[config.mk]
export PLATFORM = sky130hd
export DESIGN_NAME = sync_fifo_drain
export DESIGN_NICKNAME = d
export VERILOG_FILES = /design/src/rtl/sync_fifo_drain.sv
export SDC_FILE = /design/constraint.sdc
export NUM_CORES = 2
export LEC_CHECK = 0
export ABC_CLOCK_PERIOD_IN_PS = 127300
export BUFFER_PORTS_ARGS = -buffer_cell sky130_fd_sc_hd__buf_2
export CAP_MARGIN = 15
export CELL_PAD_IN_SITES_DETAIL_PLACEMENT = 2
export CELL_PAD_IN_SITES_GLOBAL_PLACEMENT = 2
export CORE_MARGIN = 2
export CORE_UTILIZATION = 43
export DETAILED_ROUTE_END_ITERATION = 16
export PLACE_DENSITY = 0.92
export SLEW_MARGIN = 20
export SYNTH_ARGS = -nofsm -noshare
export SYNTH_HDL_FRONTEND = slang
export SYNTH_SLANG_ARGS = --single-unit
[constraint.sdc]
create_clock -name clock -period 127.3 [get_ports clock]
set_input_delay 6.365 -clock clock [delete_from_list [all_inputs] [get_ports clock]]
set_output_delay 6.365 -clock clock [all_outputs]
set_load 0.005 [all_outputs]
[src/rtl/sync_fifo_drain.sv]
// sync_fifo_drain: drains a non-showahead FIFO (1-cycle q latency) into a full-rate valid/ready stream
// through a 3-entry skid buffer that absorbs the read latency.
module sync_fifo_drain #(
    parameter int FIFO_DATA_WIDTH = 512,
    parameter int CNT_WIDTH = 32
) (
    input  logic                       clock,
    input  logic                       reset,
    input  logic [FIFO_DATA_WIDTH-1:0] fifo_q,
    input  logic                       fifo_empty,
    output logic                       fifo_rdreq,
    output logic [FIFO_DATA_WIDTH-1:0] out_data,
    output logic                       out_valid,
    input  logic                       out_ready,
    output logic [1:0]                 buf_count,
    output logic [CNT_WIDTH-1:0]       xfer_count
);
    logic [FIFO_DATA_WIDTH-1:0] mem [3];
    logic [1:0] wr_ptr, rd_ptr;
    logic inflight, pop;

    // The word already in flight holds a slot, so a stalled consumer can never overflow the buffer.
    assign fifo_rdreq = !reset && !fifo_empty && (({1'b0, buf_count} + {2'b0, inflight}) < 3'd3);
    assign out_valid = buf_count != 2'd0;
    assign out_data = mem[rd_ptr];
    assign pop = out_valid && out_ready;

    always_ff @(posedge clock or posedge reset) begin
        if (reset) begin
            mem <= '{default: '0};
            wr_ptr <= 2'd0;
            rd_ptr <= 2'd0;
            inflight <= 1'b0;
            buf_count <= 2'd0;
            xfer_count <= '0;
        end else begin
            inflight <= fifo_rdreq;
            if (inflight) begin
                mem[wr_ptr] <= fifo_q;
                wr_ptr <= (wr_ptr == 2'd2) ? 2'd0 : wr_ptr + 2'd1;
            end
            if (pop) begin
                rd_ptr <= (rd_ptr == 2'd2) ? 2'd0 : rd_ptr + 2'd1;
                xfer_count <= xfer_count + 1'b1;
            end
            buf_count <= buf_count + {1'b0, inflight} - {1'b0, pop};
        end
    end

`ifndef SYNTHESIS
    a_no_overflow: assert property (@(posedge clock) disable iff (reset)
        ({1'b0, buf_count} + {2'b0, inflight}) <= 3'd3);
    a_no_underflow: assert property (@(posedge clock) disable iff (reset)
        !(fifo_rdreq && fifo_empty));
    a_stall_stable: assert property (@(posedge clock) disable iff (reset)
        out_valid && !out_ready |=> $stable(out_data));
`endif
endmodule

==> impl_metrics.py <==
metrics = {
    "status": {
        "status": "finished, violations left",
        "violations": "capacitance limit",
    },
    "worst_setup_path": {
        "required_ns": 120.94,
        "r2r_end": "mem[265]$_DFFE_PP0P_",
        "rrSetupSlack_ns": 122.30,
        "rr_startpoint": "inflight$_DFF_PP0_",
        "critPathMaxFanout": 2,
        "reg2regPathDepth": 6,
        "path_class": "in -> out",
        "end_kind": "output port",
        "cp.arrival_ns": 7.99,
        "crit_path_start_kind": "input pin",
    },
    "floorplan": {
        "core-area_um2": 165000,
        "rows": 149,
        "ios": 1064,
        "initial_utilization": 0.432,
        "die_height_um": 411,
        "die_w_um": 411,
        "die_area_um2": 169000,
    },
    "routing": {
        "drc_errors": 0,
        "ant_nets": 0,
        "num_vias": 53267,
        "avgRoutedWirePerCell_um": 41.3,
        "wirelength_mm": 353,
        "viasPerCell": 6.22,
        "drtIter0Drc": 4587,
        "dr.max_layer_used": "met5",
        "wl_met3_mm": 30.2,
        "first_pass_iters": 7,
        "wl_met1_mm": 114,
        "met2_length_mm": 171,
    },
    "yosys": {
        "yosys_warnings": 0,
        "synth-seq-cells": 1575,
        "syn_inst": 5109,
        "syn_nets": 5630,
        "avgSynthCellArea_um2": 13.9,
        "ys_seq_area_frac": 0.553,
        "netlist_area_um2": 71200,
        "ys_types": 32,
    },
    "sta": {
        "setup_violations": 0,
        "fin_tns_setup_ns": 0,
        "fin_crit_sh": 0.113,
        "slew_headroom": 0.0171,
        "clock_skew_ns": 0.0368,
        "worst_pin_slew_ns": 1.44,
        "final.min_clock_period_ns": 14.36,
        "rsz0062_at_grt": "false",
        "hold_viol": 0,
        "report.final.slew_viol_count": 0,
        "setup_slack_ns": 112.94,
        "fmax_mhz": 69.7,
    },
    "cts": {
        "clkTransAtPathRegs_ns": 0.06,
        "clk_latency_ns": 0.87,
        "cts_hold_buf": 0,
        "cts_sinks": 1575,
        "post_cts_resized": 0,
        "numCtsBuffers": 173,
        "cts_tree": "built",
        "post_cts_buffers": 0,
        "cts_buffer_depth": 3,
        "root_buffer": "clkbuf_16",
        "h-tree-depth": 4,
    },
    "layout": {
        "nNetsFinal": 6585,
        "regArea_um2": 39400,
        "multi_input_area_um2": 29500,
        "nFillCells": 15202,
        "area_growth_pct": 18.0,
        "drive_gt1_frac": 0.478,
    },
    "job": {
        "maxCapViolCount": 1,
    },
    "global_route": {
        "grt_overflow": 0,
        "grt_start_max_net_pins": 167,
        "antenna_found_initial": 159,
        "grt_use_total": 0.370,
        "grt_pass1_vias": 59120,
        "grt_pass1_wl_mm": 455,
    },
    "worst_hold_path": {
        "worstHoldPathCells": 1,
        "min_to": "mem[541]$_DFFE_PP0P_",
        "hold_path.startpoint": "mem[541]$_DFFE_PP0P_",
        "hold_class": "reg -> reg",
    },
    "power_and_ir_drop": {
        "p_leak_uw": 0.0391,
        "power_uw": 2750,
        "p_per_area_nw_per_um2": 32.8,
        "ir_drop_uv": 20.7,
    },
    "placed_design": {
        "portBuffers": 1063,
        "gp_congestion": 0.826,
        "hpwlAfterDp_mm": 182,
        "dp_slack_ns": 113.59,
    },
}
cells by family (layout without fill, tap and decap cells):
logic type	count (synthesis)	count (layout)	synth area share
buffers and inverters	352	1453	0.0327
other	0	165	0
and+or+nand+nor	577	577	0.0322
adders and majority gates	5	5	0.000879
DFF	1575	1575	0.553
muxes	2048	2048	0.340
xor gates and xnor gates	33	33	0.00406
AOI/OAI and AO/OA	519	519	0.0366
layer usage:
metal / global-route usage / up-vias
li1: - / 20117
met1: 0.376 / 27861
met2: 0.641 / 3370
met3: 0.109 / 1853
met4: 0.276 / 66
met5: 0 / -
metrics by stage:
step           hold slack [ns]   util  area (um2)  cells
4_1_cts                  0.508  0.507       83600   8399
2_1_floorplan            0.468      -       71200   5109
3_5_place_dp             0.467  0.471       77600   8078
3_3_place_gp             0.459  0.471       77600   8078
6_report                 0.507  0.510       84000   8564
5_1_grt                  0.519  0.510       84000   8539
power by group:
group | switching (uW) | leakage, uW | internal (uW)
Clock | 251 | 0.00297 | 309
Combinational | 693 | 0.0176 | 500
Sequential | 246 | 0.0185 | 755
final cells by class:
cell class / instances / share of cell area
repair buffers: 1126 / 0.0710
clock inverters: 66 / 0.00870
multi-input cells: 3182 / 0.351
diodes: 165 / 0.00491
flip-flops and latches: 1575 / 0.469
well taps: 2189 / 0.0326
clock buffers: 255 / 0.0623
inverters: 6 / 0.000357
how the worst max path moves through the flow:
stage          cells after the start  slack, ns                     end  start
5_1_grt                            3     113.13              fifo_rdreq  reset
6_report                           3     112.94              fifo_rdreq  reset
3_3_place_gp                       3     113.65              fifo_rdreq  reset
2_1_floorplan                      1      76.50  buf_count[0]$_DFF_PP0_  reset
4_1_cts                            3     113.66              fifo_rdreq  reset
3_5_place_dp                       3     113.59              fifo_rdreq  reset
worst max-delay path, cell delays in order:
cell,delay [ns]
buf_2,0.14
a2111oi_0,1.18
buf_2,0.30
cells in the mapped netlist, drive strengths merged:
library cell | number | share of area
mux2i | 512 | 0.072
nor2 | 4 | 0.00021
or3 | 1 | 0.000088
and4 | 4 | 0.00049
buf | 249 | 0.027
nor3 | 5 | 0.00035
o211ai | 1 | 0.00011
clkbuf | 97 | 0.0051
ha | 5 | 0.00088
nand2 | 527 | 0.028
mux2 | 1536 | 0.27
nand3 | 12 | 0.00084
nand4 | 13 | 0.0011
nor2b | 1 | 0.000088
a21o | 2 | 0.00021
inv | 6 | 0.00032
dfrtp | 1575 | 0.55
nand4b | 2 | 0.00025
or2 | 2 | 0.00018
and2 | 2 | 0.00018
a2111oi | 1 | 0.00012
and3 | 3 | 0.00026
nor4 | 1 | 0.00030
xnor2 | 29 | 0.0036
o21ai | 515 | 0.036
xor2 | 4 | 0.00049
flip-flops by register name, indices dropped and copies added, names as in the netlist:
signal,flops
wr_ptr,2
mem,1536
buf_count,2
rd_ptr,2
xfer_count,32
inflight,1
placed cells by master (no fill, tap or decap), types with 11 or more instances in the layout:
| cell | instances |
|---|---|
| o21ai_0 | 513 |
| clkbuf_16 | 177 |
| clkinv_2 | 39 |
| clkbuf_1 | 27 |
| nand3_1 | 11 |
| buf_12 | 11 |
| dfrtp_1 | 1573 |
| bufinv_16 | 11 |
| nand2_1 | 527 |
| buf_2 | 1063 |
| xnor2_1 | 29 |
| buf_4 | 43 |
| diode_2 | 165 |
| clkbuf_8 | 51 |
| mux2_2 | 1056 |
| nand4_1 | 13 |
| mux2_4 | 480 |
| mux2i_1 | 512 |
Note: power is estimated with default switching activity, not from simulation.
